**src/rtl/axi_lite_cmd_master_if.sv**
```systemverilog
`default_nettype none
// +--------------------------------------------------------------------------+
// | axi_lite_cmd_master_if                                                   |
// | AXI4-Lite bus bundle between the command master and a register slave.    |
// | Rev 1.0                                                                  |
// +--------------------------------------------------------------------------+
interface axi_lite_cmd_master_if #(
  parameter int ADDR_WIDTH = 16,
  parameter int DATA_WIDTH = 32
);
  logic [ADDR_WIDTH-1:0]   m_awaddr;
  logic [2:0]              m_awprot;
  logic                    m_awvalid;
  logic                    m_awready;
  logic [DATA_WIDTH-1:0]   m_wdata;
  logic [DATA_WIDTH/8-1:0] m_wstrb;
  logic                    m_wvalid;
  logic                    m_wready;
  logic [1:0]              m_bresp;
  logic                    m_bvalid;
  logic                    m_bready;
  logic [ADDR_WIDTH-1:0]   m_araddr;
  logic [2:0]              m_arprot;
  logic                    m_arvalid;
  logic                    m_arready;
  logic [DATA_WIDTH-1:0]   m_rdata;
  logic [1:0]              m_rresp;
  logic                    m_rvalid;
  logic                    m_rready;

  modport master (
    output m_awaddr, m_awprot, m_awvalid, m_wdata, m_wstrb, m_wvalid, m_bready,
           m_araddr, m_arprot, m_arvalid, m_rready,
    input  m_awready, m_wready, m_bresp, m_bvalid, m_arready, m_rdata, m_rresp, m_rvalid
  );

  modport slave (
    input  m_awaddr, m_awprot, m_awvalid, m_wdata, m_wstrb, m_wvalid, m_bready,
           m_araddr, m_arprot, m_arvalid, m_rready,
    output m_awready, m_wready, m_bresp, m_bvalid, m_arready, m_rdata, m_rresp, m_rvalid
  );
endinterface
`default_nettype wire

```
**src/rtl/axi_lite_cmd_master.sv**
```systemverilog
`default_nettype none
// +--------------------------------------------------------------------------+
// | axi_lite_cmd_master                                                      |
// | Queued read/write commands in, one AXI4-Lite transaction at a time out.  |
// | Rev 1.0                                                                  |
// +--------------------------------------------------------------------------+
module axi_lite_cmd_master #(
  parameter int ADDR_WIDTH     = 16,
  parameter int DATA_WIDTH     = 32,
  parameter int CMD_DEPTH      = 4,
  parameter int TIMEOUT_CYCLES = 256
) (
  input  wire                      axi_aclk,
  input  wire                      axi_areset,
  input  wire                      cmd_valid,
  output logic                     cmd_ready,
  input  wire                      cmd_we,
  input  wire [ADDR_WIDTH-1:0]     cmd_addr,
  input  wire [DATA_WIDTH-1:0]     cmd_wdata,
  input  wire [DATA_WIDTH/8-1:0]   cmd_wstrb,
  output logic                     rsp_valid,
  input  wire                      rsp_ready,
  output logic                     rsp_is_write,
  output logic [DATA_WIDTH-1:0]    rsp_rdata,
  output logic [1:0]               rsp_resp,
  output logic                     busy,
  output logic                     timeout_flag,
  axi_lite_cmd_master_if.master    m
);
  localparam int c_STRB_W = DATA_WIDTH / 8;
  localparam int c_IDX_W  = $clog2(CMD_DEPTH);
  localparam int c_PTR_W  = c_IDX_W + 1;
  localparam int c_TO_W   = (TIMEOUT_CYCLES > 0) ? $clog2(TIMEOUT_CYCLES + 1) : 1;
  localparam logic [c_PTR_W-1:0] c_PTR_ONE = c_PTR_W'(1);

  typedef enum logic [2:0] {
    S_IDLE         = 3'd0,
    S_WR_ADDR_DATA = 3'd1,
    S_WR_RESP      = 3'd2,
    S_RD_ADDR      = 3'd3,
    S_RD_DATA      = 3'd4,
    S_RSP          = 3'd5
  } state_t;

  // Command FIFO; pointers carry an extra wrap bit to tell full from empty.
  logic                  r_fifo_we    [CMD_DEPTH];
  logic [ADDR_WIDTH-1:0] r_fifo_addr  [CMD_DEPTH];
  logic [DATA_WIDTH-1:0] r_fifo_wdata [CMD_DEPTH];
  logic [c_STRB_W-1:0]   r_fifo_wstrb [CMD_DEPTH];
  logic [c_PTR_W-1:0]    r_wr_ptr, r_rd_ptr;
  logic [c_IDX_W-1:0]    w_wr_idx, w_rd_idx;
  logic                  w_full, w_empty, w_push, w_pop;

  assign w_wr_idx  = r_wr_ptr[c_IDX_W-1:0];
  assign w_rd_idx  = r_rd_ptr[c_IDX_W-1:0];
  assign w_empty   = (r_wr_ptr == r_rd_ptr);
  assign w_full    = (r_wr_ptr[c_IDX_W] != r_rd_ptr[c_IDX_W]) && (w_wr_idx == w_rd_idx);
  assign w_push    = cmd_valid && !w_full;
  assign cmd_ready = !w_full;

  always_ff @(posedge axi_aclk) begin
    if (w_push) begin
      r_fifo_we[w_wr_idx]    <= cmd_we;
      r_fifo_addr[w_wr_idx]  <= cmd_addr;
      r_fifo_wdata[w_wr_idx] <= cmd_wdata;
      r_fifo_wstrb[w_wr_idx] <= cmd_wstrb;
    end
  end

  always_ff @(posedge axi_aclk or posedge axi_areset) begin
    if (axi_areset) begin
      r_wr_ptr <= '0;
      r_rd_ptr <= '0;
    end else begin
      if (w_push) r_wr_ptr <= r_wr_ptr + c_PTR_ONE;
      if (w_pop)  r_rd_ptr <= r_rd_ptr + c_PTR_ONE;
    end
  end

  // Every bus-facing and response output is a flop; *_nxt is its D input.
  state_t                r_state, w_state_nxt;
  logic                  r_awvalid, w_awvalid_nxt;
  logic                  r_wvalid, w_wvalid_nxt;
  logic                  r_bready, w_bready_nxt;
  logic                  r_arvalid, w_arvalid_nxt;
  logic                  r_rready, w_rready_nxt;
  logic                  r_aw_done, w_aw_done_nxt;
  logic                  r_w_done, w_w_done_nxt;
  logic [ADDR_WIDTH-1:0] r_awaddr, w_awaddr_nxt;
  logic [ADDR_WIDTH-1:0] r_araddr, w_araddr_nxt;
  logic [DATA_WIDTH-1:0] r_wdata, w_wdata_nxt;
  logic [c_STRB_W-1:0]   r_wstrb, w_wstrb_nxt;
  logic                  r_rsp_valid, w_rsp_valid_nxt;
  logic                  r_rsp_is_write, w_rsp_is_write_nxt;
  logic [DATA_WIDTH-1:0] r_rsp_rdata, w_rsp_rdata_nxt;
  logic [1:0]            r_rsp_resp, w_rsp_resp_nxt;
  logic                  w_aw_hs, w_w_hs;

  assign w_aw_hs = r_awvalid && m.m_awready;
  assign w_w_hs  = r_wvalid && m.m_wready;

  always_ff @(posedge axi_aclk or posedge axi_areset) begin
    if (axi_areset) begin
      r_state        <= S_IDLE;
      r_awvalid      <= 1'b0;
      r_wvalid       <= 1'b0;
      r_bready       <= 1'b0;
      r_arvalid      <= 1'b0;
      r_rready       <= 1'b0;
      r_aw_done      <= 1'b0;
      r_w_done       <= 1'b0;
      r_awaddr       <= '0;
      r_araddr       <= '0;
      r_wdata        <= '0;
      r_wstrb        <= '0;
      r_rsp_valid    <= 1'b0;
      r_rsp_is_write <= 1'b0;
      r_rsp_rdata    <= '0;
      r_rsp_resp     <= 2'b00;
    end else begin
      r_state        <= w_state_nxt;
      r_awvalid      <= w_awvalid_nxt;
      r_wvalid       <= w_wvalid_nxt;
      r_bready       <= w_bready_nxt;
      r_arvalid      <= w_arvalid_nxt;
      r_rready       <= w_rready_nxt;
      r_aw_done      <= w_aw_done_nxt;
      r_w_done       <= w_w_done_nxt;
      r_awaddr       <= w_awaddr_nxt;
      r_araddr       <= w_araddr_nxt;
      r_wdata        <= w_wdata_nxt;
      r_wstrb        <= w_wstrb_nxt;
      r_rsp_valid    <= w_rsp_valid_nxt;
      r_rsp_is_write <= w_rsp_is_write_nxt;
      r_rsp_rdata    <= w_rsp_rdata_nxt;
      r_rsp_resp     <= w_rsp_resp_nxt;
    end
  end

  always_comb begin
    w_state_nxt        = r_state;
    w_pop              = 1'b0;
    w_awvalid_nxt      = r_awvalid;
    w_wvalid_nxt       = r_wvalid;
    w_bready_nxt       = r_bready;
    w_arvalid_nxt      = r_arvalid;
    w_rready_nxt       = r_rready;
    w_aw_done_nxt      = r_aw_done;
    w_w_done_nxt       = r_w_done;
    w_awaddr_nxt       = r_awaddr;
    w_araddr_nxt       = r_araddr;
    w_wdata_nxt        = r_wdata;
    w_wstrb_nxt        = r_wstrb;
    w_rsp_valid_nxt    = r_rsp_valid;
    w_rsp_is_write_nxt = r_rsp_is_write;
    w_rsp_rdata_nxt    = r_rsp_rdata;
    w_rsp_resp_nxt     = r_rsp_resp;
    case (r_state)
      S_IDLE: begin
        if (!w_empty) begin
          w_pop = 1'b1;
          if (r_fifo_we[w_rd_idx]) begin
            w_state_nxt   = S_WR_ADDR_DATA;
            w_awvalid_nxt = 1'b1;
            w_wvalid_nxt  = 1'b1;
            w_aw_done_nxt = 1'b0;
            w_w_done_nxt  = 1'b0;
            w_awaddr_nxt  = r_fifo_addr[w_rd_idx];
            w_wdata_nxt   = r_fifo_wdata[w_rd_idx];
            w_wstrb_nxt   = r_fifo_wstrb[w_rd_idx];
          end else begin
            w_state_nxt   = S_RD_ADDR;
            w_arvalid_nxt = 1'b1;
            w_araddr_nxt  = r_fifo_addr[w_rd_idx];
          end
        end
      end
      S_WR_ADDR_DATA: begin
        // AW and W complete independently and in either order.
        if (w_aw_hs) begin
          w_awvalid_nxt = 1'b0;
          w_aw_done_nxt = 1'b1;
        end
        if (w_w_hs) begin
          w_wvalid_nxt = 1'b0;
          w_w_done_nxt = 1'b1;
        end
        if ((r_aw_done || w_aw_hs) && (r_w_done || w_w_hs)) begin
          w_state_nxt  = S_WR_RESP;
          w_bready_nxt = 1'b1;
        end
      end
      S_WR_RESP: begin
        if (m.m_bvalid) begin
          w_bready_nxt       = 1'b0;
          w_rsp_valid_nxt    = 1'b1;
          w_rsp_is_write_nxt = 1'b1;
          w_rsp_rdata_nxt    = '0;
          w_rsp_resp_nxt     = m.m_bresp;
          w_state_nxt        = S_RSP;
        end
      end
      S_RD_ADDR: begin
        if (r_arvalid && m.m_arready) begin
          w_arvalid_nxt = 1'b0;
          w_rready_nxt  = 1'b1;
          w_state_nxt   = S_RD_DATA;
        end
      end
      S_RD_DATA: begin
        if (m.m_rvalid) begin
          w_rready_nxt       = 1'b0;
          w_rsp_valid_nxt    = 1'b1;
          w_rsp_is_write_nxt = 1'b0;
          w_rsp_rdata_nxt    = m.m_rdata;
          w_rsp_resp_nxt     = m.m_rresp;
          w_state_nxt        = S_RSP;
        end
      end
      S_RSP: begin
        if (rsp_ready) begin
          w_rsp_valid_nxt = 1'b0;
          w_state_nxt     = S_IDLE;
        end
      end
      default: w_state_nxt = S_IDLE;
    endcase
  end

  generate
    if (TIMEOUT_CYCLES > 0) begin : g_timeout
      localparam logic [c_TO_W-1:0] c_TO_MAX = c_TO_W'(TIMEOUT_CYCLES);
      localparam logic [c_TO_W-1:0] c_TO_ONE = c_TO_W'(1);
      logic [c_TO_W-1:0] r_to_cnt, w_to_cnt_nxt;
      logic              r_to_flag;
      logic              w_in_axi;

      assign w_in_axi = (r_state == S_WR_ADDR_DATA) || (r_state == S_WR_RESP) ||
                        (r_state == S_RD_ADDR)      || (r_state == S_RD_DATA);

      // Restarts on every state change; saturates so the flag cannot re-arm.
      always_comb begin
        w_to_cnt_nxt = r_to_cnt;
        if (w_state_nxt != r_state) begin
          w_to_cnt_nxt = '0;
        end else if (w_in_axi && (r_to_cnt != c_TO_MAX)) begin
          w_to_cnt_nxt = r_to_cnt + c_TO_ONE;
        end
      end

      always_ff @(posedge axi_aclk or posedge axi_areset) begin
        if (axi_areset) begin
          r_to_cnt  <= '0;
          r_to_flag <= 1'b0;
        end else begin
          r_to_cnt <= w_to_cnt_nxt;
          if (w_to_cnt_nxt == c_TO_MAX) r_to_flag <= 1'b1;
        end
      end

      assign timeout_flag = r_to_flag;
    end else begin : g_no_timeout
      assign timeout_flag = 1'b0;
    end
  endgenerate

  assign busy         = !w_empty || (r_state != S_IDLE);
  assign rsp_valid    = r_rsp_valid;
  assign rsp_is_write = r_rsp_is_write;
  assign rsp_rdata    = r_rsp_rdata;
  assign rsp_resp     = r_rsp_resp;

  assign m.m_awaddr  = r_awaddr;
  assign m.m_awprot  = 3'b000;
  assign m.m_awvalid = r_awvalid;
  assign m.m_wdata   = r_wdata;
  assign m.m_wstrb   = r_wstrb;
  assign m.m_wvalid  = r_wvalid;
  assign m.m_bready  = r_bready;
  assign m.m_araddr  = r_araddr;
  assign m.m_arprot  = 3'b000;
  assign m.m_arvalid = r_arvalid;
  assign m.m_rready  = r_rready;
endmodule
`default_nettype wire
```
**src/flat_wrapper.sv**
```systemverilog
// flat-port wrapper written by rule: the top's interface ports become plain ports
module axi_lite_cmd_master_flat 
#(
  parameter int ADDR_WIDTH     = 16,
  parameter int DATA_WIDTH     = 32,
  parameter int CMD_DEPTH      = 4,
  parameter int TIMEOUT_CYCLES = 256
)
  (axi_aclk, axi_areset, cmd_valid, cmd_ready, cmd_we, cmd_addr, cmd_wdata, cmd_wstrb, rsp_valid, rsp_ready, rsp_is_write, rsp_rdata, rsp_resp, busy, timeout_flag, m_m_awaddr, m_m_awprot, m_m_awvalid, m_m_wdata, m_m_wstrb, m_m_wvalid, m_m_bready, m_m_araddr, m_m_arprot, m_m_arvalid, m_m_rready, m_m_awready, m_m_wready, m_m_bresp, m_m_bvalid, m_m_arready, m_m_rdata, m_m_rresp, m_m_rvalid);
  axi_lite_cmd_master_if #(.ADDR_WIDTH(ADDR_WIDTH), .DATA_WIDTH(DATA_WIDTH)) m_i ();
  input  wire axi_aclk;
  input  wire axi_areset;
  input  wire cmd_valid;
  output logic cmd_ready;
  input  wire cmd_we;
  input  wire [ADDR_WIDTH-1:0] cmd_addr;
  input  wire [DATA_WIDTH-1:0] cmd_wdata;
  input  wire [DATA_WIDTH/8-1:0] cmd_wstrb;
  output logic rsp_valid;
  input  wire rsp_ready;
  output logic rsp_is_write;
  output logic [DATA_WIDTH-1:0] rsp_rdata;
  output logic [1:0] rsp_resp;
  output logic busy;
  output logic timeout_flag;
  output wire logic [$bits(m_i.m_awaddr)-1:0] m_m_awaddr;
  output wire logic [$bits(m_i.m_awprot)-1:0] m_m_awprot;
  output wire logic [$bits(m_i.m_awvalid)-1:0] m_m_awvalid;
  output wire logic [$bits(m_i.m_wdata)-1:0] m_m_wdata;
  output wire logic [$bits(m_i.m_wstrb)-1:0] m_m_wstrb;
  output wire logic [$bits(m_i.m_wvalid)-1:0] m_m_wvalid;
  output wire logic [$bits(m_i.m_bready)-1:0] m_m_bready;
  output wire logic [$bits(m_i.m_araddr)-1:0] m_m_araddr;
  output wire logic [$bits(m_i.m_arprot)-1:0] m_m_arprot;
  output wire logic [$bits(m_i.m_arvalid)-1:0] m_m_arvalid;
  output wire logic [$bits(m_i.m_rready)-1:0] m_m_rready;
  input wire logic [$bits(m_i.m_awready)-1:0] m_m_awready;
  input wire logic [$bits(m_i.m_wready)-1:0] m_m_wready;
  input wire logic [$bits(m_i.m_bresp)-1:0] m_m_bresp;
  input wire logic [$bits(m_i.m_bvalid)-1:0] m_m_bvalid;
  input wire logic [$bits(m_i.m_arready)-1:0] m_m_arready;
  input wire logic [$bits(m_i.m_rdata)-1:0] m_m_rdata;
  input wire logic [$bits(m_i.m_rresp)-1:0] m_m_rresp;
  input wire logic [$bits(m_i.m_rvalid)-1:0] m_m_rvalid;
  assign m_m_awaddr = m_i.m_awaddr;
  assign m_m_awprot = m_i.m_awprot;
  assign m_m_awvalid = m_i.m_awvalid;
  assign m_m_wdata = m_i.m_wdata;
  assign m_m_wstrb = m_i.m_wstrb;
  assign m_m_wvalid = m_i.m_wvalid;
  assign m_m_bready = m_i.m_bready;
  assign m_m_araddr = m_i.m_araddr;
  assign m_m_arprot = m_i.m_arprot;
  assign m_m_arvalid = m_i.m_arvalid;
  assign m_m_rready = m_i.m_rready;
  assign m_i.m_awready = m_m_awready;
  assign m_i.m_wready = m_m_wready;
  assign m_i.m_bresp = m_m_bresp;
  assign m_i.m_bvalid = m_m_bvalid;
  assign m_i.m_arready = m_m_arready;
  assign m_i.m_rdata = m_m_rdata;
  assign m_i.m_rresp = m_m_rresp;
  assign m_i.m_rvalid = m_m_rvalid;
  axi_lite_cmd_master #(.ADDR_WIDTH(ADDR_WIDTH), .DATA_WIDTH(DATA_WIDTH), .CMD_DEPTH(CMD_DEPTH), .TIMEOUT_CYCLES(TIMEOUT_CYCLES)) u_core (.axi_aclk(axi_aclk), .axi_areset(axi_areset), .cmd_valid(cmd_valid), .cmd_ready(cmd_ready), .cmd_we(cmd_we), .cmd_addr(cmd_addr), .cmd_wdata(cmd_wdata), .cmd_wstrb(cmd_wstrb), .rsp_valid(rsp_valid), .rsp_ready(rsp_ready), .rsp_is_write(rsp_is_write), .rsp_rdata(rsp_rdata), .rsp_resp(rsp_resp), .busy(busy), .timeout_flag(timeout_flag), .m(m_i));
endmodule
```
**config.mk**
```make
export PLATFORM = sky130hd
export DESIGN_NAME = axi_lite_cmd_master_flat
export DESIGN_NICKNAME = d
export VERILOG_FILES = /design/src/rtl/axi_lite_cmd_master_if.sv /design/src/rtl/axi_lite_cmd_master.sv /design/src/flat_wrapper.sv
export SDC_FILE = /design/constraint.sdc
export NUM_CORES = 1
export LEC_CHECK = 0
export CORE_MARGIN = 4
export CORE_UTILIZATION = 45
export CTS_BUF_LIST = sky130_fd_sc_hd__clkbuf_16
export DETAILED_ROUTE_END_ITERATION = 12
export DONT_BUFFER_PORTS = 1
export PLACE_DENSITY_LB_ADDON = 0.15
export REMOVE_ABC_BUFFERS = 1
export SLEW_MARGIN = 20
export SYNTH_ARGS = -nofsm -noshare
export SYNTH_HDL_FRONTEND = slang
export SYNTH_SLANG_ARGS = --single-unit
```
**constraint.sdc**
```tcl
create_clock -name axi_aclk -period 10.3 [get_ports axi_aclk]
set_input_delay 1.03 -clock axi_aclk [delete_from_list [all_inputs] [get_ports axi_aclk]]
set_output_delay 1.03 -clock axi_aclk [all_outputs]
set_load 0.02 [all_outputs]
```
# Word-level counts from Yosys, hierarchy flattened
# Memory sizes are Yosys's and may differ from the RTL's. A register that Yosys moved wholly into a read port is not among the register bits.
# Cells that the tools add are included.
[word_totals]
input_bits = 98
out_inout_bits = 118
memories = 4
mem_bits_rw = 212
ff_bits = 94
word_cells = 127
[classes]
muxes = 47
n_eq_ne = 21
n_addsub = 3
n_bitwise = 2
n_reduce_logical = 32
[memory_table]
columns = ["name", "words", "word_bits", "read_ports", "rd_ports_with_merged_regs", "wr", "line_no", "source"]
rows = [
  ["u_core.r_fifo_wdata", 4, 32, 1, 1, 1, "axi_lite_cmd_master.sv:48", "logic [DATA_WIDTH-1:0] r_fifo_wdata [CMD_DEPTH];"],
  ["u_core.r_fifo_addr", 4, 16, 1, 0, 1, "axi_lite_cmd_master.sv:47", "logic [ADDR_WIDTH-1:0] r_fifo_addr [CMD_DEPTH];"],
  ["u_core.r_fifo_wstrb", 4, 4, 1, 1, 1, "axi_lite_cmd_master.sv:49", "logic [c_STRB_W-1:0] r_fifo_wstrb [CMD_DEPTH];"],
  ["u_core.r_fifo_we", 4, 1, 1, 0, 1, "axi_lite_cmd_master.sv:46", "logic r_fifo_we [CMD_DEPTH];"],
]
[op_table]
columns = ["cell", "count"]
rows = [
  ["two-way mux 32 bit", 2],
  ["one-hot mux 32 bit (2 select lines)", 1],
  ["two-way mux 1 bit", 22],
  ["two-way mux 3 bit", 6],
  ["two-way mux 9 bit", 2],
  ["one-hot mux 3 bit (6 select lines)", 1],
  ["one-hot mux 1 bit (2 select lines)", 8],
  ["AND reduction 4 bit", 4],
  ["AND reduction 3 bit", 5],
  ["!= test 2 x 1 -> 1 bit, second input constant", 5],
  ["!= test 2 bit, second input constant", 5],
  ["nonzero test 2 bit", 5],
  ["adder 9 x 1 -> 9 bit, second input constant", 1],
  ["equality test 9 bit, second input constant", 1],
  ["!= test 9 bit, second input constant", 1],
  ["logical AND 1 bit", 7],
  ["adder 3 x 1 -> 3 bit, second input constant", 2],
  ["equality test 3 x 2 -> 1 bit, second input constant", 2],
  ["equality test 3 bit, second input constant", 2],
  ["logical OR 1 bit", 6],
  ["two-way mux 2 bit", 3],
  ["nonzero test 3 bit", 2],
  ["one-hot mux 2 bit (2 select lines)", 1],
  ["equality test 3 x 1 -> 1 bit, second input constant", 1],
  ["8 further kinds", 10],
]

# Logic depth before layout (Yosys ltp)
# Gate-level depths: netlist of the first run.
[logic_depth]
ltp_word = 8
depth_mapped = 8
ltp_nobuf = 7

# Worst setup path after synthesis of the first run
# Ideal clock, no wire load.
[synth_timing]
path_type = "register to register"
from = "register u_core.r_rd_ptr[2]"
to = "memory u_core.r_fifo_addr[3][0], enable pin"
path_buffers = 0
arrival_ns = 2.385
synth_period_minus_slack_ns = 2.803
path_slack_ns = 7.497
stages_incl_launch_ff = 4
setup_time_ns = 0.418
required_time_ns = 9.882
path_cell_list = "dfrtp_1 xnor2_2 nand3b_1 and3_1"
[synth_via]
elab_chain_cells = 6
[synth_lines]
columns = ["item", "line_no", "source"]
rows = [
  ["start, declared", "axi_lite_cmd_master.sv:50", "logic [c_PTR_W-1:0] r_wr_ptr, r_rd_ptr;"],
  ["start signal, assigned", "axi_lite_cmd_master.sv:76", "if (w_pop) r_rd_ptr <= r_rd_ptr + c_PTR_ONE;"],
  ["!= test 1 bit", "axi_lite_cmd_master.sv:57", "assign w_full = (r_wr_ptr[c_IDX_W] != r_rd_ptr[c_IDX_W]) && (w_wr_idx == w_rd_idx);"],
  ["logical AND 1 bit", "axi_lite_cmd_master.sv:57", ""],
  ["zero test 1 bit", "n/a", ""],
  ["net cmd_ready", "flat_wrapper.sv:14", "output logic cmd_ready;"],
  ["logical AND 1 bit", "axi_lite_cmd_master.sv:58", "assign w_push = cmd_valid && !w_full;"],
  ["two-way mux 1 bit", "axi_lite_cmd_master.sv:62", "if (w_push) begin"],
  ["two-way mux 1 bit (not written as such)", "axi_lite_cmd_master.sv:64", "r_fifo_addr[w_wr_idx] <= cmd_addr;"],
  ["end, declared", "axi_lite_cmd_master.sv:47", ""],
]
# The timed path passes the listed nets, and every way through them passes these cells.

# Final worst setup path of the first run
[layout_timing]
from = "register u_core.r_rd_ptr[1]"
to = "output busy"
[layout_via]
elab_chain_cells = 3
[layout_lines]
columns = ["item", "line_no", "source"]
rows = [
  ["equality test 3 bit", "axi_lite_cmd_master.sv:56", "assign w_empty = (r_wr_ptr == r_rd_ptr);"],
  ["zero test 1 bit", "n/a", ""],
  ["logical OR 1 bit", "axi_lite_cmd_master.sv:267", "assign busy = !w_empty || (r_state != S_IDLE);"],
  ["end, declared", "flat_wrapper.sv:24", "output logic busy;"],
]
# Every way passes these cells.

==> results of run 1 <==
[sequential cells by signal (all words and copies together) (netlist names)]
signal and count:
u_core.r_fifo_we 4, u_core.m.m_wdata 32, u_core.m.m_wstrb 4, u_core.m.m_wvalid 1, u_core.r_state 3, u_core.r_fifo_wstrb 16, u_core.timeout_flag 1, u_core.r_rd_ptr 3
u_core.m.m_awvalid 1, u_core.m.m_bready 1, u_core.m.m_awaddr 16, u_core.m.m_araddr 16, u_core.r_fifo_wdata 128, u_core.rsp_valid 1, u_core.m.m_arvalid 1, u_core.r_wr_ptr 3
u_core.r_fifo_addr 64, u_core.r_w_done 1, u_core.r_aw_done 1, u_core.g_timeout.r_to_cnt 9, u_core.m.m_rready 1, u_core.rsp_resp 2, u_core.rsp_is_write 1, u_core.rsp_rdata 32
[synth_stat cells, types with 4 or more instances]
cell type,count
sky130_fd_sc_hd__nor2_1,12
sky130_fd_sc_hd__a21oi_1,7
sky130_fd_sc_hd__inv_1,7
sky130_fd_sc_hd__ha_1,7
sky130_fd_sc_hd__mux2_1,36
sky130_fd_sc_hd__nand2b_1,4
sky130_fd_sc_hd__buf_2,9
sky130_fd_sc_hd__dfrtp_1,130
sky130_fd_sc_hd__mux2_2,33
sky130_fd_sc_hd__and2_1,5
sky130_fd_sc_hd__nand2_1,90
sky130_fd_sc_hd__nor2b_1,8
sky130_fd_sc_hd__edfxtp_1,212
sky130_fd_sc_hd__clkbuf_1,14
sky130_fd_sc_hd__buf_6,6
sky130_fd_sc_hd__buf_4,8
sky130_fd_sc_hd__nor3_1,4
sky130_fd_sc_hd__xnor2_1,5
sky130_fd_sc_hd__mux2i_1,4
sky130_fd_sc_hd__and3_1,6
sky130_fd_sc_hd__xor2_1,6
sky130_fd_sc_hd__mux4_2,53
sky130_fd_sc_hd__o21ai_0,49
[cell type report]
| cell class | instances | area, µm² |
|---|---|---|
| clock buffers | 40 | 1000 |
| clock inverters | 28 | 188 |
| fillers | 2338 | 14100 |
| inverters | 7 | 31.3 |
| multi-input cells | 376 | 3470 |
| flip-flops and latches | 342 | 9620 |
| well taps | 384 | 480 |
| repair buffers | 7 | 52.6 |
[stage by stage]
| step | setup WS (ps) | cells |
|---|---|---|
| 6_report | 7000 | 1184 |
| 5_1_grt | 6870 | 1184 |
| 4_1_cts | 6930 | 1184 |
| 3_5_place_dp | 7340 | 1116 |
| 3_3_place_gp | 7400 | 1116 |
| 2_1_floorplan | 5460 | 725 |
[path summary, 6_finish.rpt]
check / slack [ps] / from / cells after the start / end
worst max-delay path: 7000 / u_core.r_rd_ptr[1]$_DFFE_PP0P_ / 4 / busy
worst min-delay path: 500 / u_core.r_aw_done$_DFFE_PP0P_ / 1 / u_core.r_aw_done$_DFFE_PP0P_
worst max register to register: 7390 / u_core.r_rd_ptr[1]$_DFFE_PP0P_ / 5 / u_core.r_fifo_addr[3][3]$_DFFE_PP_
worst min register to register: 500 / u_core.r_aw_done$_DFFE_PP0P_ / 1 / u_core.r_aw_done$_DFFE_PP0P_
max in group asynchronous: 8600 / axi_areset / 2 / u_core.r_rd_ptr[0]$_DFFE_PP0P_
min in group asynchronous: 530 / axi_areset / 1 / u_core.rsp_rdata[3]$_DFFE_PP0P_
[cell families (layout without fill, tap and decap cells)]
logic type,Yosys count,count (layout)
AO/OA/AOI/OAI,74,74
XOR/XNOR,14,14
adder cells (fa/ha/maj),7,7
buffers and inverters,47,82
flip-flops,342,342
multiplexers,126,126
other,1,6
AND/OR/NAND/NOR,149,149
[power by group through the flow]
| stage | sequential (mW) | combinational (mW) | clock (mW) |
|---|---|---|---|
| floorplan | 2.39 | 0.899 | 0 |
| CTS | 2.40 | 1.23 | 1.30 |
| detailed placement | 2.42 | 1.22 | 0 |
| global route | 2.44 | 1.32 | 1.36 |
| finish | 2.39 | 1.19 | 1.26 |
| global placement | 2.40 | 1.18 | 0 |
[worst register-to-register path, cell delays in order, from the launching register on]
cell	delay, ps
sky130_fd_sc_hd__dfrtp_2	330
sky130_fd_sc_hd__buf_4	670
sky130_fd_sc_hd__xnor2_4	210
sky130_fd_sc_hd__nand3b_1	370
sky130_fd_sc_hd__and3_2	240
sky130_fd_sc_hd__buf_4	610
[per-layer routing]
| layer | track usage [%] | up-vias | share of wire, % |
|---|---|---|---|
| li1 | - | 2885 | - |
| met1 | 18.8 | 3251 | 38 |
| met2 | 26.1 | 254 | 49 |
| met3 | 7.25 | 32 | 11 |
| met4 | 3.57 | 0 | 1.5 |
| met5 | 0 | - | 0 |
[cells in the final DEF, fill, tap and decap left out, types with 3 or more instances in the layout]
cell type                   instances
sky130_fd_sc_hd__a21oi_1            7
sky130_fd_sc_hd__a31oi_1            3
sky130_fd_sc_hd__and2_1             4
sky130_fd_sc_hd__and3_2             4
sky130_fd_sc_hd__buf_4              7
sky130_fd_sc_hd__clkbuf_16         40
sky130_fd_sc_hd__clkinv_1           3
sky130_fd_sc_hd__clkinv_2           6
sky130_fd_sc_hd__conb_1             6
sky130_fd_sc_hd__dfrtp_1          128
sky130_fd_sc_hd__edfxtp_1         212
sky130_fd_sc_hd__ha_1               7
sky130_fd_sc_hd__inv_1             15
sky130_fd_sc_hd__inv_2              3
sky130_fd_sc_hd__mux2_1            36
sky130_fd_sc_hd__mux2_2            33
sky130_fd_sc_hd__mux2i_1            4
sky130_fd_sc_hd__mux4_2            53
sky130_fd_sc_hd__nand2_1           88
sky130_fd_sc_hd__nand2b_1           4
sky130_fd_sc_hd__nand3_1            3
sky130_fd_sc_hd__nor2_1            12
sky130_fd_sc_hd__nor2b_1            8
sky130_fd_sc_hd__nor3_1             4
sky130_fd_sc_hd__o21ai_0           49
sky130_fd_sc_hd__or3_1              3
sky130_fd_sc_hd__xnor2_1            5
sky130_fd_sc_hd__xor2_1             6
==> run metrics, run 1 <==
Sw Pwr around 1.6 mW; clock buffer depth 3; share of the synthesized area in the top cell type between 40 and 50%; Synth Area per Inst 17.5 µm²; adder-cell area share of the yosys netlist less than 1%; post-route cell area around 15,000 µm²; Critical Path End Type output pin; final hold viol count 0; register bit total from synthesis 342; Internal Power 3.21 mW; per-cell routed wire length roughly 22 µm; Max Transition Viols Final 0; total power of the final layout 4.83 mW; number of gates given a new drive strength after cts 0; distinct cell type count after synthesis between 50 and 60; clock tree root buffer cell sky130_fd_sc_hd__clkbuf_16; Worst Max-Slew Pin Slew 978 ps; floorplan row count 62; routed vias/inst 5.42; area growth from synthesis to final layout 11.3%; proportion of layout cells with a drive suffix above 1 21.9%; Die Area around 32,000 µm²; Die Span Y approximately 180 µm; DRT antenna net count 0; post-synthesis cell type with the largest combined area sky130_fd_sc_hd__edfxtp_1; Detailed Routing Iterations Pass 1 5; HPWL Detailed around 16 mm; maximum clock frequency 303 MHz; pin count of the biggest net entering global routing 84; yosys warns 0; count of flip-flops with a built-in enable after synthesis roughly 210; Fin Clk Skew about 15 ps; setup repair after global routing missed its margin no; Max stage delay on crit path ~670 ps; CP delay by family, top buffers and inverters; Crit Path Max Fanout 56; clock tree sinks roughly 340; core box area 28,900 µm²; compound-cell area share of the yosys netlist between 3 and 4%; violation count after the first detailed-routing iteration roughly 320; commonest register cell after synthesis sky130_fd_sc_hd__edfxtp_1; share of the clock period used by the worst path after layout around a third; htree depth 2; CP required approximately 9000 ps; clock slew at reported path FFs ~60 ps; worst max-slew margin expressed relative to the limit 34.6%; GRT overflow 0; Mapped Cells 760; clock tree from TritonCTS yes; utilization after layout 51.3%; insertion delay to the later sink of the worst-skew pair between 500 and 600 ps; main combinational cell family by area after synthesis multiplexers; total via count after detailed routing between 6,000 and 7,000; Die X between 150 and 200 µm; Synth Area in Simple Gates 5.39%; wire length reported by the detailed router between 20 and 30 mm; Inserted Clock Buffers 37; netlist area before placement 13,300 µm²; Comb pwr share between 20% and 30%; initial antenna violation count 0; Starting Density between 40% and 50%; crit path DAT ~2300 ps; PD cells roughly 330 nW/µm²; wire length of the first global-routing pass roughly 40 mm; post-synthesis share of cell area spent on xor and xnor gates between 1 and 1.5%; Max Cap Viol 0; FFs w/ async S/R, synth 38.0%; outcome finished, final reports clean; vias in the first global route 6,796; Min Clock Period, post-route approximately 3300 ps; Min Hold Slack 497 ps; number of placed I/O pins between 200 and 250; Crit Path Class reg2out; antenna diode count 0; total negative slack for setup checks 0 ps; Placed Area around 14,000 µm²; sequential-to-total area share from yosys stat approximately 72%; aggregate global-route resource usage ~16%; number of post-CTS setup repair buffers 0; setup-violating endpoint count in the final report 0; Peak VDD IR about 0.17 mV; hold bufs inserted after CTS 0; Max stage delay cell, worst path sky130_fd_sc_hd__buf_4; type of the worst min-delay path reg2reg; number of design rule violations left after detail routing 0; total buffers and inverters traversed by the critical path 1; switching part of the total between 30% and 40%; synth top area cells sky130_fd_sc_hd__edfxtp_1, sky130_fd_sc_hd__dfrtp_1, sky130_fd_sc_hd__mux4_2, sky130_fd_sc_hd__mux2_1, sky130_fd_sc_hd__mux2_2; proportion of synthesized area in mux cells between 10% and 20%; sequence of cells on the critical path buf_4 -> xnor2_4 -> nand3_2 -> or2_2; relative contribution of sequential cells to total power 49.4%; type of origin of the critical path flop; weighted congestion at the end of routability-driven global placement around 0.85; leakage power of the design around 5.4 nW; clock group share of total power about a quarter; IO Port Bufs 0; number of nets in the layout between 800 and 900
(Power assumes the default switching activity.)
==> run 2: changes to the inputs <==
==> constraint.sdc (replaced) <==
create_clock -name axi_aclk -period 2.88 [get_ports axi_aclk]
set_input_delay 0.288 -clock axi_aclk [delete_from_list [all_inputs] [get_ports axi_aclk]]
set_output_delay 0.288 -clock axi_aclk [all_outputs]
set_load 0.02 [all_outputs]
==> run metrics, run 2 (synthesized netlist as in run 1, its figures left out) <==
IO Port Bufs 0; Die Span Y 180 µm; hold-critical path depth 3; Crit Path Max Fanout 23; floorplan row count 62; clock slew at reported path FFs 60 ps; vias in the first global route 7,471; Inserted Clock Buffers 38; Min Clock Period, post-route around 2500 ps; non-filler cells, final ~1,300; total of fill cells in the finished design between 2,000 and 2,500; placed cell count 1,128; per-cell routed wire length 21.1 µm; worst max-slew margin expressed relative to the limit 35.3%; origin of the worst setup path u_core.r_state[0]$_DFF_PP0_; HPWL Detailed about 17 mm; Detailed Routing Iterations Pass 1 4; core box area 28,900 µm²; aggregate global-route resource usage around 17%; maximum clock frequency 397 MHz; clock buffer depth 3; number of nets in the layout around 980; Worst Max-Slew Pin Slew approximately 970 ps; Die X roughly 180 µm; initial antenna violation count 2; CP required 3230 ps; wire length reported by the detailed router approximately 27 mm; Crit Path Class reg2reg; htree depth 2; weighted congestion at the end of routability-driven global placement 0.893; number of design rule violations left after detail routing 0; pin count of the biggest net entering global routing 70; crit path DAT approximately 2900 ps; FF-to-FF Start u_core.r_state[0]$_DFF_PP0_; type of the worst min-delay path in2reg; area growth from synthesis to final layout 19.5%; hold path startpoint m_m_wready; Die Area approximately 32,000 µm²; Max Cap Viol 0; clock tree root buffer cell sky130_fd_sc_hd__clkbuf_16; share of the clock period used by the worst path after layout between 80% and 90%; flip-flop count of the largest register after layout between 100 and 150; violation count after the first detailed-routing iteration 297; Starting Density between 40% and 50%; clock tree sinks roughly 340; Peak VDD IR about 0.7 mV; GRT overflow 0; proportion of layout cells with a drive suffix above 1 20.1%; total power of the final layout ~18 mW; register name with the most flops u_core.r_fifo_wdata; most common cell after layout, fill and taps aside sky130_fd_sc_hd__edfxtp_1; number of placed I/O pins about 220; R2R cell count 5; Fin Clk Skew around 15 ps; routed vias/inst ~5.3; setup-violating endpoint count in the final report 0; top flop regs u_core.r_fifo_wdata x128, u_core.r_fifo_addr x64; leakage power of the design 5.90 nW; type of origin of the critical path flop; outcome finished, final reports clean; Critical Path End Type flop; leading cell types in the layout, fill and taps excluded sky130_fd_sc_hd__edfxtp_1, sky130_fd_sc_hd__dfrtp_1, sky130_fd_sc_hd__dlygate4sd3_1, sky130_fd_sc_hd__nand2_1, sky130_fd_sc_hd__mux4_2; setup repair after global routing missed its margin no; wire length of the first global-routing pass roughly 43 mm; final hold viol count 0; clock tree from TritonCTS yes; Max Transition Viols Final 0; PD cells about 1100 nW/µm²; total via count after detailed routing about 6,900; DRT antenna net count 0; insertion delay to the later sink of the worst-skew pair 510 ps
## run 2: changes by cell type in the layout (fill, tap and decap cells not counted), moves of 3 or more
cell | previous run | this run
sky130_fd_sc_hd__dlygate4sd3_1 | 0 | 92
sky130_fd_sc_hd__buf_4 | 7 | 14
sky130_fd_sc_hd__buf_12 | 0 | 5
sky130_fd_sc_hd__inv_1 | 15 | 18
## run 2: cell type report
class                      count  area, µm²  share of cell area [%]
antenna                        1       2.50                  0.0157
clock buffer                  40       1000                    6.28
clock inverter                29        205                    1.29
inverter                       7       31.3                   0.196
multi-input combinational    376       3460                    21.7
sequential                   342       9620                    60.4
tap                          384        480                    3.02
timing repair buffer         111       1130                    7.07
## run 2: report_power, final
part / internal (mW) / switching [mW] / total, mW
Sequential: 6.78 / 1.75 / 8.52
Clock: 2.77 / 1.78 / 4.56
Combinational: 2.21 / 2.37 / 4.58
Total: 11.8 / 5.90 / 17.7
## run 2: per-stage QoR
step	setup slack (ps)	cell area, µm²	hold WS, ps	TNS, ps	utilization [%]
final	362	15900	50.3	0	55.1
after global routing	207	15900	65.8	0	55.1
after CTS	376	15900	26.3	0	55.1
after detailed placement	621	13800	256	0	47.7
after global placement	677	13800	249	0	47.7
after floorplan	-1960	13100	387	-627560	-
## run 2: worst max-delay path, cell delays in order (launching register included)
cell,delay (ps)
sky130_fd_sc_hd__dfrtp_1,540
sky130_fd_sc_hd__nor2_1,210
sky130_fd_sc_hd__and2_1,690
sky130_fd_sc_hd__mux2i_1,270
sky130_fd_sc_hd__dlygate4sd3_1,570
sky130_fd_sc_hd__o21ai_0,70
## run 2: what timing repair did
item / 4_1_cts / 5_1_grt
setup endpoints to repair: 0 / 0
setup buffers: 0 / 0
gates resized for setup: 0 / 0
endpoints found under the hold margin: 307 / 0
hold buffers: 92 / 0
## run 2: path summary, 6_finish.rpt
path | to | slack, ps
min in group asynchronous | u_core.rsp_resp[0]$_DFFE_PP0P_ | 320
min | u_core.r_w_done$_DFFE_PP0P_ | 50
max | u_core.rsp_resp[1]$_DFFE_PP0P_ | 360
max reg2reg | u_core.rsp_resp[1]$_DFFE_PP0P_ | 360
max in group asynchronous | u_core.rsp_rdata[2]$_DFFE_PP0P_ | 1700
min reg2reg | u_core.r_aw_done$_DFFE_PP0P_ | 490
## run 2: per-layer routing
metal	wire [µm]	global-route usage (%)	vias up	part of all wire, %
met1	10400	20.2	3513	38
met3	2470	6.30	52	9.1
met5	13	0	-	0.048
met4	559	4.48	2	2.1
met2	13800	28.9	239	51
li1	-	-	3092	-
